**config.mk**
```make
export PLATFORM = sky130hd
export DESIGN_NAME = dram_arbiter
export DESIGN_NICKNAME = d
export VERILOG_FILES = /design/src/rtl/dram_arb_pkg.sv /design/src/rtl/dram_arb_pick.sv /design/src/rtl/dram_arbiter.sv
export SDC_FILE = /design/constraint.sdc
export NUM_CORES = 1
export LEC_CHECK = 0
export BUFFER_PORTS_ARGS = -buffer_cell sky130_fd_sc_hd__buf_2
export CAP_MARGIN = 25
export CORE_MARGIN = 1.5
export CORE_UTILIZATION = 43
export CTS_BUF_LIST = sky130_fd_sc_hd__clkbuf_2 sky130_fd_sc_hd__clkbuf_4 sky130_fd_sc_hd__clkbuf_8
export CTS_CLUSTER_DIAMETER = 80
export CTS_CLUSTER_SIZE = 14
export DETAILED_ROUTE_END_ITERATION = 10
export GPL_TIMING_DRIVEN = 0
export MAX_ROUTING_LAYER = met4
export PLACE_DENSITY_LB_ADDON = 0.25
export SYNTH_ARGS = -nofsm -noshare
export SYNTH_HDL_FRONTEND = slang
export SYNTH_SLANG_ARGS = --single-unit
```
**constraint.sdc**
```tcl
create_clock -name clk -period 2.3 [get_ports clk]
set_input_delay 0.46 -clock clk [delete_from_list [all_inputs] [get_ports clk]]
set_output_delay 0.46 -clock clk [all_outputs]
set_load 0.005 [all_outputs]
```
**src/rtl/dram_arb_pkg.sv**
```systemverilog
// Shared types for the SDRAM port arbiter: FSM states, requester ids and the
// native SDRAM word-address width.
package dram_arb_pkg;

  localparam int unsigned DRAM_ADDR_W = 25;

  typedef enum logic [2:0] {
    S_INIT,
    S_IDLE,
    S_ISSUE,
    S_WAIT,
    S_DONE
  } state_e;

  typedef enum logic [1:0] {
    REQ_NONE,
    REQ_VGA,
    REQ_LD,
    REQ_CPU
  } req_id_e;

endpackage

```
**src/rtl/dram_arb_pick.sv**
```systemverilog
// Winner select for the SDRAM arbiter: fixed priority VGA > loader > CPU, with a
// starvation counter that forces a CPU grant after STARVE_MAX bypasses.
module dram_arb_pick
  import dram_arb_pkg::*;
#(
  parameter int unsigned STARVE_MAX = 4
) (
  input  logic    clk,
  input  logic    rst,
  input  logic    grant_i,
  input  logic    vga_req_i,
  input  logic    ld_req_i,
  input  logic    cpu_req_i,
  output req_id_e winner_o
);

  localparam int unsigned CNT_W = (STARVE_MAX < 1) ? 1 : $clog2(STARVE_MAX + 1);
  localparam logic [CNT_W-1:0] CNT_MAX = CNT_W'(STARVE_MAX);

  logic [CNT_W-1:0] starve_q, starve_d;

  always_comb begin
    winner_o = REQ_NONE;
    if (cpu_req_i && (starve_q == CNT_MAX)) winner_o = REQ_CPU;
    else if (vga_req_i)                     winner_o = REQ_VGA;
    else if (ld_req_i)                      winner_o = REQ_LD;
    else if (cpu_req_i)                     winner_o = REQ_CPU;
  end

  // Counts only grants that bypass a waiting CPU; saturates at CNT_MAX.
  always_comb begin
    starve_d = starve_q;
    if (!cpu_req_i) begin
      starve_d = '0;
    end else if (grant_i) begin
      if (winner_o == REQ_CPU)      starve_d = '0;
      else if (starve_q != CNT_MAX) starve_d = starve_q + CNT_W'(1);
    end
  end

  always_ff @(posedge clk or posedge rst) begin
    if (rst) starve_q <= '0;
    else     starve_q <= starve_d;
  end

endmodule

```
**src/rtl/dram_arbiter.sv**
```systemverilog
// Arbiter sharing the single sdram_ctl command port between VGA burst reads,
// the UART loader and the CPU; one command in flight, ack routed to the winner.
module dram_arbiter
  import dram_arb_pkg::*;
#(
  parameter int unsigned ADDR_W     = DRAM_ADDR_W,
  parameter int unsigned DATA_W     = 16,
  parameter int unsigned STARVE_MAX = 4,
  parameter int unsigned TIMEOUT    = 1023
) (
  input  logic              clk,
  input  logic              rst,
  input  logic              vga_req,
  input  logic [ADDR_W-1:0] vga_addr,
  output logic              vga_ack,
  input  logic              ld_req,
  input  logic [ADDR_W-1:0] ld_addr,
  input  logic [DATA_W-1:0] ld_data,
  output logic              ld_ack,
  input  logic              cpu_req,
  input  logic              cpu_we,
  input  logic [ADDR_W-1:0] cpu_addr,
  input  logic [DATA_W-1:0] cpu_wdata,
  output logic [DATA_W-1:0] cpu_rdata,
  output logic              cpu_ack,
  output logic              timeout_err,
  output logic              dram_start,
  output logic              dram_we,
  output logic              dram_burst,
  output logic [ADDR_W-1:0] dram_addr,
  output logic [DATA_W-1:0] dram_wdata,
  input  logic [DATA_W-1:0] dram_rdata,
  input  logic              dram_done,
  input  logic              dram_ready
);

  localparam int unsigned TMO_W = ($clog2(TIMEOUT) > 10) ? $clog2(TIMEOUT) : 10;
  localparam logic [TMO_W-1:0] TMO_LAST = TMO_W'(TIMEOUT - 1);

  state_e              state_q, state_d;
  req_id_e             id_q, id_d, winner;
  logic [ADDR_W-1:0]   addr_q, addr_d;
  logic [DATA_W-1:0]   wdata_q, wdata_d;
  logic [DATA_W-1:0]   rdata_q, rdata_d;
  logic                we_q, we_d, burst_q, burst_d;
  logic [TMO_W-1:0]    tmo_q, tmo_d;
  logic                err_q, err_d;
  logic                grant;

  dram_arb_pick #(
    .STARVE_MAX (STARVE_MAX)
  ) u_pick (
    .clk       (clk),
    .rst       (rst),
    .grant_i   (grant),
    .vga_req_i (vga_req),
    .ld_req_i  (ld_req),
    .cpu_req_i (cpu_req),
    .winner_o  (winner)
  );

  always_comb begin
    state_d = state_q;
    id_d    = id_q;
    addr_d  = addr_q;
    wdata_d = wdata_q;
    we_d    = we_q;
    burst_d = burst_q;
    rdata_d = rdata_q;
    tmo_d   = tmo_q;
    err_d   = err_q;
    grant   = 1'b0;
    unique case (state_q)
      S_INIT: if (dram_ready) state_d = S_IDLE;
      S_IDLE: begin
        if (winner != REQ_NONE) begin
          grant   = 1'b1;
          id_d    = winner;
          state_d = S_ISSUE;
          unique case (winner)
            REQ_VGA: begin
              addr_d = vga_addr; we_d = 1'b0; burst_d = 1'b1; wdata_d = '0;
            end
            REQ_LD: begin
              addr_d = ld_addr; we_d = 1'b1; burst_d = 1'b0; wdata_d = ld_data;
            end
            default: begin
              addr_d = cpu_addr; we_d = cpu_we; burst_d = 1'b0; wdata_d = cpu_wdata;
            end
          endcase
        end
      end
      S_ISSUE: begin
        tmo_d   = '0;
        state_d = S_WAIT;
      end
      // A timed-out command still finishes through S_DONE so its requester is acked.
      S_WAIT: begin
        if (dram_done) begin
          if ((id_q == REQ_CPU) && !we_q) rdata_d = dram_rdata;
          state_d = S_DONE;
        end else if (tmo_q == TMO_LAST) begin
          err_d   = 1'b1;
          state_d = S_DONE;
        end else begin
          tmo_d = tmo_q + TMO_W'(1);
        end
      end
      S_DONE:  state_d = S_IDLE;
      default: state_d = S_INIT;
    endcase
  end

  always_ff @(posedge clk or posedge rst) begin
    if (rst) begin
      state_q <= S_INIT;
      id_q    <= REQ_NONE;
      addr_q  <= '0;
      wdata_q <= '0;
      we_q    <= 1'b0;
      burst_q <= 1'b0;
      rdata_q <= '0;
      tmo_q   <= '0;
      err_q   <= 1'b0;
    end else begin
      state_q <= state_d;
      id_q    <= id_d;
      addr_q  <= addr_d;
      wdata_q <= wdata_d;
      we_q    <= we_d;
      burst_q <= burst_d;
      rdata_q <= rdata_d;
      tmo_q   <= tmo_d;
      err_q   <= err_d;
    end
  end

  assign dram_start  = (state_q == S_ISSUE);
  assign vga_ack     = (state_q == S_DONE) && (id_q == REQ_VGA);
  assign ld_ack      = (state_q == S_DONE) && (id_q == REQ_LD);
  assign cpu_ack     = (state_q == S_DONE) && (id_q == REQ_CPU);
  assign dram_we     = we_q;
  assign dram_burst  = burst_q;
  assign dram_addr   = addr_q;
  assign dram_wdata  = wdata_q;
  assign cpu_rdata   = rdata_q;
  assign timeout_err = err_q;

endmodule

```
Word level (Yosys, flattened, before mapping)
Cells that the tools add are included.
{"block": "classes", "addsub": 2, "eq_ne": 20, "reduce_logical": 15, "muxes": 22, "bitwise_logic": 1}
{"op": "one-hot mux 25 bit (2 select lines)", "count": 1}
{"op": "one-hot mux 16 bit (2 select lines)", "count": 1}
{"op": "two-way mux 3 bit", "count": 8}
{"op": "two-way mux 10 bit", "count": 2}
{"op": "one-hot mux 10 bit (2 select lines)", "count": 1}
{"op": "one-hot mux 3 bit (5 select lines)", "count": 1}
{"op": "AND reduction 3 bit", "count": 4}
{"op": "adder 10 x 1 -> 10 bit, second input constant", "count": 1}
{"op": "equality test 10 bit, second input constant", "count": 1}
{"op": "equality test 2 bit, second input constant", "count": 4}
{"op": "two-way mux 2 bit", "count": 4}
{"op": "inequality test 2 bit, second input constant", "count": 4}
{"op": "equality test 3 x 2 -> 1 bit, second input constant", "count": 2}
{"op": "equality test 3 bit, second input constant", "count": 2}
{"op": "inequality test 3 bit, second input constant", "count": 2}
{"op": "logical AND 1 bit", "count": 5}
{"op": "equality test 2 x 1 -> 1 bit, second input constant", "count": 2}
{"op": "AND reduction 2 bit", "count": 2}
{"op": "nonzero test 2 bit", "count": 2}
{"op": "adder 3 x 1 -> 3 bit, second input constant", "count": 1}
{"op": "equality test 3 x 1 -> 1 bit, second input constant", "count": 1}
{"op": "logical NOT 3 bit", "count": 1}
{"op": "two-way mux 1 bit", "count": 3}
{"op": "inequality test 3 x 1 -> 1 bit, second input constant", "count": 1}
{"op": "other kinds (4)", "count": 4}
{"block": "word_totals", "wordCells": 70, "ff_bits": 78, "output_inout_bits": 64}

Longest topological paths before layout
Gate-level depths: netlist of the first run.
{"block": "depth", "word_depth": 9, "ltp_mapped": 13}

Hierarchy
Synthesis of the first run repeated with hierarchy kept, for this count alone.
{"block": "unflattened", "hier_cells": 392, "area_unflattened_um2": 3895.0}
{"mod": "dram_arbiter", "cells_each": 367, "area_each_um2": 3679.8, "n_inst": 1}
{"mod": "dram_arb_pick", "cells_each": 25, "area_each_um2": 215.2, "n_inst": 1}

Worst setup path after synthesis of the first run
Ideal clock, no wire load.
{"block": "synth_timing", "path_kind": "register to register", "from": "reg u_pick.starve_q[0]", "to": "reg addr_q[10] (netlist: dram_addr[10])", "path_stages_with_launch": 13, "setup_slack_ns": 0.097, "arrival_ns": 2.070, "setup_time_ns": 0.133, "period_less_slack_ns": 2.203, "cell_sequence": "dfrtp_1 -> inv_1 -> ha_1 -> nand2_1 -> nand2_1 -> a21oi_1 -> ha_1 -> buf_2 -> buf_1 -> clkbuf_1 -> nand2_1 -> o21ai_0 -> o21ai_0"}
{"block": "synth_between", "elab_chain_cells": 5}
{"item": "start: declaration", "line_no": "dram_arb_pick.sv:20", "source": "logic [CNT_W-1:0] starve_q, starve_d;"}
{"item": "start signal: assignment", "line_no": "dram_arb_pick.sv:43", "source": "else starve_q <= starve_d;"}
{"item": "equality test 3 bit (*)", "line_no": "dram_arb_pick.sv:24", "source": "if (cpu_req_i && (starve_q == CNT_MAX)) winner_o = REQ_CPU;"}
{"item": "logical AND 1 bit (*)", "line_no": "dram_arb_pick.sv:24"}
{"item": "two-way mux 2 bit (*)", "line_no": "dram_arb_pick.sv:24"}
{"item": "equality test 2 bit, or another cell as far along", "line_no": "dram_arbiter.sv:80", "source": "unique case (winner)"}
{"item": "one-hot mux 25 bit (2 select lines) or AND reduction 2 bit (tied branches)"}
{"item": "end signal: assignment", "line_no": "dram_arbiter.sv:128", "source": "addr_q <= addr_d;"}
{"item": "end: declaration", "line_no": "dram_arbiter.sv:42", "source": "logic [ADDR_W-1:0] addr_q, addr_d;"}
Mark *: on every way between the ends. The rest lies on a longest branch, timed or not.
A chain may end at the register's enable or synchronous reset.

Worst setup path in the final report of the first run
{"block": "layout_timing", "from": "reg u_pick.starve_q[1]", "to": "reg u_pick.starve_q[2]"}
{"block": "layout_between", "elab_chain_cells": 8}
{"item": "equality test 3 bit", "line_no": "dram_arb_pick.sv:24"}
{"item": "logical AND 1 bit", "line_no": "dram_arb_pick.sv:24"}
{"item": "two-way mux 2 bit", "line_no": "dram_arb_pick.sv:24"}
{"item": "nonzero test 2 bit", "line_no": "dram_arbiter.sv:76", "source": "if (winner != REQ_NONE) begin"}
{"item": "two-way mux 1 bit", "line_no": "dram_arbiter.sv:76"}
{"item": "two-way mux 1 bit", "line_no": "dram_arbiter.sv:73", "source": "unique case (state_q)"}
{"item": "inequality test 2 x 1 -> 1 bit (no line)"}
{"item": "AND reduction 2 bit (no line)"}
Parallel ways exist; a longest one is shown, timed or not. The select of a mux whose other input is x is not followed.

==> flow_summary_export.csv, run 1 <==
group,metric,value,unit
worst_setup_path,timing.rr.end,"u_pick.starve_q[2]$_DFFE_PP0P_",
cts,cts_htree_levels,3,
floorplanning,io-pin-count,195,
yosys,post_synth_design_cell_area,3970,µm²
yosys,top_cells_by_area_in_the_synthesized_netlist,"sky130_fd_sc_hd__dfrtp_1, sky130_fd_sc_hd__o21ai_0, sky130_fd_sc_hd__nand2_1",
yosys,postSynthNetCount,564,
worst_setup_path,path_max_fanout,6,
drt,detailed_route_via_count,3991,
pwr,power.share.sequential,39.9,%
placement,gp_congestion,0.844,
global_route,grt_overflow_total,0,
worst_setup_path,critical_path.startpoint,"u_pick.starve_q[1]$_DFFE_PP0P_",
worst_setup_path,worst_path_largest_cell_delay,0.51,ns
worst_setup_path,critPathTopFamily,"simple AND/OR/NAND/NOR gates",
sta,final_min_period_over_clock_period,95.2,%
floorplanning,row_count,34,
global_route,maximum_number_of_pins_on_one_net_before_global_route_repair,32,
layout,post_route_cells_drive_above_1_share,41.1,%
global_route,grt_use_total,24.3,%
worst_setup_path,timing.reg2reg.setup_slack,0.11,ns
placement,io_buffers,194,
pwr,combPwrFrac,38.0,%
worst_setup_path,timing.critical_path.cells,"inv_1 > ha_1 > nand2_1 > nand2_1 > a21oi_4 > ha_4 > nor3b_2 > nand2b_2 > or4b_1 > a21boi_2",
drt,total_iterations_of_the_first_detailed_routing_run,4,
layout,area.growth.synth_to_final,39.4,%
layout,layout.nets,776,
layout,antenna-diode-count,0,
pwr,power_per_cell_area,1020,nW/µm²
pwr,report.power.total,5640,µW
worst_setup_path,critPathLaunchType,"flip-flop",
worst_setup_path,timing.rr.start,"u_pick.starve_q[1]$_DFFE_PP0P_",
floorplanning,die_y,99.1,µm
yosys,ys_types,41,
cts,cts-buffers-inserted,9,
pwr,pwr-share-clk,22.1,%
pwr,switching_share,35.6,%
yosys,synth_area_per_cell,9.34,µm²
cts,cts-root-to-sink-buffers,2,
yosys,ys_seq_elements,78,
placement,detailedPlacementHpwl,8880,µm
layout,final_core_utilization,62.5,%
worst_setup_path,timing.reg2reg.worst_path_depth,10,
floorplanning,die-width,99.1,µm
floorplanning,core_area,8850,µm²
drt,dr.first_iter.drc_count,128,
yosys,synth-edff-count,0,
run_status,run_status,"finished clean",
global_route,number_of_global_route_vias_before_repair,3891,
worst_setup_path,required,2.58,ns
worst_setup_path,critical_path.n_buffers_inverters,1,
pwr,cell_internal_pwr,3630,µW
run,maxCapViolations,0,
cts,clock_tree_from_tritoncts,"built",
yosys,synthAdderAreaFrac,2.52,%
worst_setup_path,endpoint_kind,"flip-flop",
sta,maxSlewViolCount,0,
yosys,post_synthesis_cell_type_with_the_largest_combined_area,"sky130_fd_sc_hd__dfrtp_1",
sta,final-setup-viol-count,0,
drt,detailed_route_wire_length_per_cell,15.4,µm
yosys,synth-compound-area-share,22.1,%
cts,cts_sinks,78,
yosys,synth-seq-area-share,49.2,%
floorplanning,start_util,44.8,%
layout,multi_input_comb_area,1920,µm²
worst_setup_path,arrival_time_reported_for_the_critical_path_endpoint,2.47,ns
cts,clk_pin_slew,0.08,ns
sta,post-route-min-period,2.19,ns
drt,postRouteWirelength,11500,µm
yosys,synth_top_family_by_area,"compound AO/OA/AOI/OAI gates",
yosys,synth.mux.area_fraction,5.08,%
sta,clock-skew-final,0.00898,ns
global_route,antenna_found_initial,0,
yosys,synth_flop_cell,"sky130_fd_sc_hd__dfrtp_1",
sta,fmaxAchievable,456,MHz
global_route,grt_pass1_wl,18300,µm
worst_setup_path,cp_num_cells,10,
cts,worst_skew_pair.late_latency,0.36,ns
yosys,async_flop_share,100,%
sta,tightestPinTransition,0.544,ns
drt,viasPerCell,5.32,
cts,cts_root_buffer,"sky130_fd_sc_hd__clkbuf_8",
yosys,post_synth_xor_area_fraction,0,%
worst_setup_path,worst_setup_path_endpoint,"u_pick.starve_q[2]$_DFFE_PP0P_",
worst_setup_path,slowest_library_cell_on_the_worst_path,"sky130_fd_sc_hd__or4b_1",
sta,final-hold-violation-count,0,
yosys,synthCells,425,
pwr,total_switching_power,2010,µW
layout,num-fill-cells,787,
drt,drc,0,
yosys,ys.warnings.count,0,
worst_setup_path,path_common_cell,"sky130_fd_sc_hd__nand2_1",
sta,relSlewSlack,63.5,%
pwr,p_leak,0.00278,µW
yosys,synth.top_cell.area_share,49.2,%
sta,final.hold.worst_slack,0.123,ns
drt,antenna_left,0,
worst_setup_path,worst-setup-path-type,"reg2reg",
yosys,synth-simple-area-share,17.0,%
pwr,irDropWorstVdd,0.397,mV
hold_path,min-delay-path-class,"in2async",
floorplanning,die_area,9810,µm²
layout,area.sequential,1950,µm²
==> Yosys cell counts, types with 2 or more instances <==
master                     number
sky130_fd_sc_hd__dfrtp_1       78
sky130_fd_sc_hd__inv_1          9
sky130_fd_sc_hd__o31ai_1        5
sky130_fd_sc_hd__nand3b_1       4
sky130_fd_sc_hd__mux2_2         7
sky130_fd_sc_hd__nand3_1        3
sky130_fd_sc_hd__a21boi_1       2
sky130_fd_sc_hd__nor3b_1        2
sky130_fd_sc_hd__a21oi_1        5
sky130_fd_sc_hd__o21ai_0       79
sky130_fd_sc_hd__or3_1          2
sky130_fd_sc_hd__clkbuf_1      23
sky130_fd_sc_hd__nor3_1         2
sky130_fd_sc_hd__a31oi_1       25
sky130_fd_sc_hd__mux2_1        10
sky130_fd_sc_hd__nor4_4         2
sky130_fd_sc_hd__buf_1          2
sky130_fd_sc_hd__a22oi_1       26
sky130_fd_sc_hd__nor2b_1       18
sky130_fd_sc_hd__nor3b_2        2
sky130_fd_sc_hd__buf_2          5
sky130_fd_sc_hd__nand2_1       83
sky130_fd_sc_hd__ha_1           8
sky130_fd_sc_hd__nor2_1         6
==> registers in the layout, indices dropped and copies added (netlist names) <==
signal           cells
dram_wdata          16
dram_burst           1
id_q                 2
state_q              3
dram_we              1
cpu_rdata           16
timeout_err          1
dram_addr           25
tmo_q               10
u_pick.starve_q      3
==> repair_timing <==
item                       4_1_cts  5_1_grt
setup buffers                    0        6
pin swaps                        1        4
cloned                           0        1
gates resized for setup         29       36
setup endpoints to repair       47       48
hold buffers                     0        0
==> worst register-to-register path, delay by kind of cell (launching register included) <==
family / cells / cell delay (ns)
AOI/OAI and AO/OA: 2 / 0.25
adders and majority gates: 2 / 0.31
buffers and inverters: 1 / 0.07
and+or+nand+nor: 5 / 1.09
DFF: 1 / 0.40
==> power by group through the flow <==
| stage | Combinational [µW] | Sequential [µW] | Clock (µW) |
|---|---|---|---|
| global route | 2420 | 2320 | 1310 |
| finish | 2140 | 2250 | 1240 |
| floorplan | 1050 | 2280 | 0 |
| detailed placement | 2050 | 2270 | 0 |
| global placement | 1960 | 2250 | 0 |
| CTS | 2080 | 2250 | 1260 |
==> cell type report <==
cell class	count	area share [%]
Tap cell	108	2.44
Inverter	9	0.679
Timing Repair Buffer	203	19.2
Clock inverter	6	1.99
Clock buffer	10	2.38
Multi-Input combinational cell	307	34.6
Sequential cell	78	35.3
Buffer	29	3.42
==> through the flow <==
stage	cell area, µm²	cells	setup WS, ns	setup TNS, ns
after floorplan	3970	425	0.0968	0
after global placement	5080	727	-0.523	-16.49
after detailed placement	5120	729	-0.615	-20.05
after CTS	5420	744	0.00564	0
after global routing	5530	750	-0.0395	-0.149
final	5530	750	0.109	0
==> worst min path at each step <==
| stage | endpoint | slack [ns] | cells past startpoint |
|---|---|---|---|
| 3_3_place_gp | timeout_err$_DFFE_PP0P_ | 0.45 | 2 |
| 3_5_place_dp | dram_addr[9]$_DFFE_PP0P_ | 0.46 | 2 |
| 2_1_floorplan | tmo_q[9]$_DFFE_PP0P_ | 0.45 | 1 |
| 4_1_cts | cpu_rdata[0]$_DFFE_PP0P_ | 0.13 | 2 |
| 5_1_grt | cpu_rdata[8]$_DFFE_PP0P_ | 0.17 | 2 |
| 6_report | cpu_rdata[15]$_DFFE_PP0P_ | 0.12 | 2 |
==> kinds of logic after synthesis <==
| group | after synthesis |
|---|---|
| adders and majority gates | 8 |
| muxes | 18 |
| and+or+nand+nor | 133 |
| AOI/OAI and AO/OA | 148 |
| buffers and inverters | 40 |
| DFF | 78 |
==> per-layer routing <==
layer	vias to the layer above	global-route usage [%]	share of wire, %
li1	1941	-	-
met1	1898	29.7	42
met2	141	40.5	50
met3	11	4.18	6.4
met4	0	9.32	1.2
met5	-	-	0
==> placed cells by master (no fill, tap or decap), types with 6 or more instances in the layout <==
cell type                  synthesis  layout
sky130_fd_sc_hd__buf_2             5     200
sky130_fd_sc_hd__nand2_1          83      83
sky130_fd_sc_hd__dfrtp_1          78      78
sky130_fd_sc_hd__o21ai_0          79      71
sky130_fd_sc_hd__a22oi_1          26      26
sky130_fd_sc_hd__a31oi_1          25      24
sky130_fd_sc_hd__nor2b_1          18      18
sky130_fd_sc_hd__buf_4             0      10
sky130_fd_sc_hd__mux2_1           10      10
sky130_fd_sc_hd__clkbuf_8          0       9
sky130_fd_sc_hd__inv_1             9       8
sky130_fd_sc_hd__o21ai_1           1       8
sky130_fd_sc_hd__mux2_2            7       7
sky130_fd_sc_hd__clkbuf_1         23       6
sky130_fd_sc_hd__nor2_1            6       6
sky130_fd_sc_hd__ha_1              8       6
No activity file was read; power rests on OpenSTA's default activity.
==> inputs of run 2 (changes only) <==
Settings changed: REMOVE_ABC_BUFFERS set to 1.
==> run 2 against run 1 <==
Net effect:
- clock-buffer cell count did not move
- cell count fell by 2.8%
- utilization decreased by 1.5 points
- clock power shrank 22%
- first-iteration DRC count is 48% higher
- highest routed layer unchanged
==> flow_summary_export.csv, run 2 (same netlist as run 1, synthesis figures left out) <==
group,metric,value,unit
worst_setup_path,timing.rr.end,"u_pick.starve_q[2]$_DFFE_PP0P_",
drt,postRouteWirelength,12000,µm
floorplanning,die_area,9810,µm²
sta,fmaxAchievable,460,MHz
global_route,number_of_global_route_vias_before_repair,3789,
cts,cts-root-to-sink-buffers,2,
worst_setup_path,timing.reg2reg.worst_path_depth,9,
drt,wl_met3,855,µm
worst_setup_path,arrival_time_reported_for_the_critical_path_endpoint,2.45,ns
layout,num-fill-cells,779,
layout,multi_input_comb_area,1980,µm²
sta,final_min_period_over_clock_period,94.5,%
cts,cts_sinks,78,
pwr,irDropWorstVdd,0.475,mV
global_route,grt_use_total,24.1,%
drt,detailed_route_wire_length_per_cell,16.5,µm
placement,detailedPlacementHpwl,7490,µm
cts,clock_tree_from_tritoncts,"built",
sta,maxSlewViolCount,0,
layout,final_common_cell,"sky130_fd_sc_hd__buf_2",
global_route,grt_overflow_total,0,
drt,drc,0,
pwr,p_leak,0.00268,µW
worst_setup_path,timing.rr.start,"u_pick.starve_q[0]$_DFFE_PP0P_",
sta,min_setup_slack_post_route,0.127,ns
floorplanning,start_util,44.8,%
floorplanning,row_count,34,
worst_setup_path,endpoint_kind,"flip-flop",
sta,relSlewSlack,31.8,%
worst_setup_path,critPathLaunchType,"flip-flop",
cts,cts_htree_levels,3,
drt,antenna_left,0,
placement,gp_congestion,0.791,
layout,area.growth.synth_to_final,36.2,%
cts,cts_root_buffer,"sky130_fd_sc_hd__clkbuf_8",
floorplanning,core_area,8850,µm²
drt,detailed_route_via_count,3922,
drt,detailroute.wirelength.met2,5840,µm
layout,mostFrequentLayoutCells,"sky130_fd_sc_hd__buf_2, sky130_fd_sc_hd__nand2_1, sky130_fd_sc_hd__o21ai_0",
sta,clock-skew-final,0.00803,ns
drt,viasPerCell,5.38,
global_route,maximum_number_of_pins_on_one_net_before_global_route_repair,67,
drt,total_iterations_of_the_first_detailed_routing_run,4,
worst_setup_path,path_max_fanout,4,
layout,area.sequential,1950,µm²
placement,io_buffers,194,
drt,m1WireLength,5160,µm
placement,dpl_worst_slack,-0.482,ns
drt,dr.first_iter.drc_count,189,
layout,post_route_cells_drive_above_1_share,39.8,%
worst_setup_path,timing.reg2reg.setup_slack,0.13,ns
global_route,antenna_found_initial,1,
drt,topRoutingLayerUsed,"met4",
run_status,run_status,"finished clean",
worst_setup_path,required,2.58,ns
run,maxCapViolations,0,
global_route,grt_pass1_wl,18200,µm
floorplanning,die-width,99.1,µm
layout,layout.nets,754,
cts,worst_skew_pair.late_latency,0.35,ns
floorplanning,io-pin-count,195,
hold_path,min-delay-path-class,"in2async",
worst_setup_path,worst-setup-path-type,"reg2reg",
sta,final-hold-violation-count,0,
pwr,power_per_cell_area,994,nW/µm²
layout,largest_register_ff_count,25,
floorplanning,die_y,99.1,µm
cts,clk_pin_slew,0.09,ns
sta,final-setup-viol-count,0,
layout,final_core_utilization,61.1,%
cts,cts-buffers-inserted,9,
sta,post-route-min-period,2.17,ns
sta,tightestPinTransition,1.02,ns
run 2: final cells by class:
| cell class | instances | area share, % |
|---|---|---|
| Antenna cell | 1 | 0.0463 |
| Clock buffer | 10 | 2.55 |
| Clock inverter | 6 | 0.857 |
| Inverter | 9 | 0.672 |
| Multi-Input combinational cell | 311 | 36.6 |
| Sequential cell | 78 | 36.1 |
| Tap cell | 108 | 2.50 |
| Timing Repair Buffer | 206 | 20.7 |
run 2: critical path: stages, from the launching register on:
cell and delay [ns]:
sky130_fd_sc_hd__dfrtp_1 0.39, sky130_fd_sc_hd__inv_1 0.06, sky130_fd_sc_hd__ha_1 0.18, sky130_fd_sc_hd__nand2_1 0.08
sky130_fd_sc_hd__nand2_1 0.09, sky130_fd_sc_hd__a21oi_4 0.25, sky130_fd_sc_hd__inv_1 0.14, sky130_fd_sc_hd__ha_1 0.26
sky130_fd_sc_hd__or4b_1 0.51, sky130_fd_sc_hd__a21boi_1 0.14
run 2: metal layers:
metal / up-vias / track usage [%]
met5: - / -
met4: 0 / 7.48
met3: 12 / 6.10
met2: 158 / 38.7
met1: 1850 / 30.2
li1: 1902 / -
run 2: timing repair:
item / CTS / global route
setup endpoints to repair: 48 / 51
buffers inserted: 2 / 8
hold buffers: 0 / 0
gates resized for setup: 9 / 4
gates cloned: 3 / 1
pin swaps: 1 / 3
run 2: power by group:
part | internal [µW] | switching (µW)
logic | 970 | 1160
registers | 1920 | 355
clock network | 427 | 537
total | 3320 | 2060
run 2: stage by stage:
step / instances / setup TNS [ns] / power [µW] / instance area (µm²) / hold WS, ns
after global placement: 696 / -160.22 / 4100 / 4940 / 0.451
after CTS: 719 / 0 / 5310 / 5290 / 0.00628
after detailed placement: 698 / -11.97 / 4190 / 5010 / 0.393
final: 729 / 0 / 5370 / 5400 / 0.0191
after global routing: 729 / -0.00609 / 5810 / 5400 / 0.00885
after floorplan: 394 / -48.30 / 3280 / 3840 / 0.450
run 2: worst max path at each step:
stage                                              start                        endpoint  slack (ns)  cells past startpoint
after floorplan           u_pick.starve_q[0]$_DFFE_PP0P_  u_pick.starve_q[2]$_DFFE_PP0P_       -0.96                     10
after global placement    u_pick.starve_q[0]$_DFFE_PP0P_  u_pick.starve_q[2]$_DFFE_PP0P_       -1.72                     10
after detailed placement  u_pick.starve_q[0]$_DFFE_PP0P_       dram_addr[12]$_DFFE_PP0P_       -0.48                     10
after CTS                 u_pick.starve_q[0]$_DFFE_PP0P_  u_pick.starve_q[0]$_DFFE_PP0P_        0.04                     11
after global routing      u_pick.starve_q[0]$_DFFE_PP0P_             id_q[1]$_DFFE_PP0P_      -0.006                     11
final                     u_pick.starve_q[0]$_DFFE_PP0P_  u_pick.starve_q[2]$_DFFE_PP0P_        0.13                      9
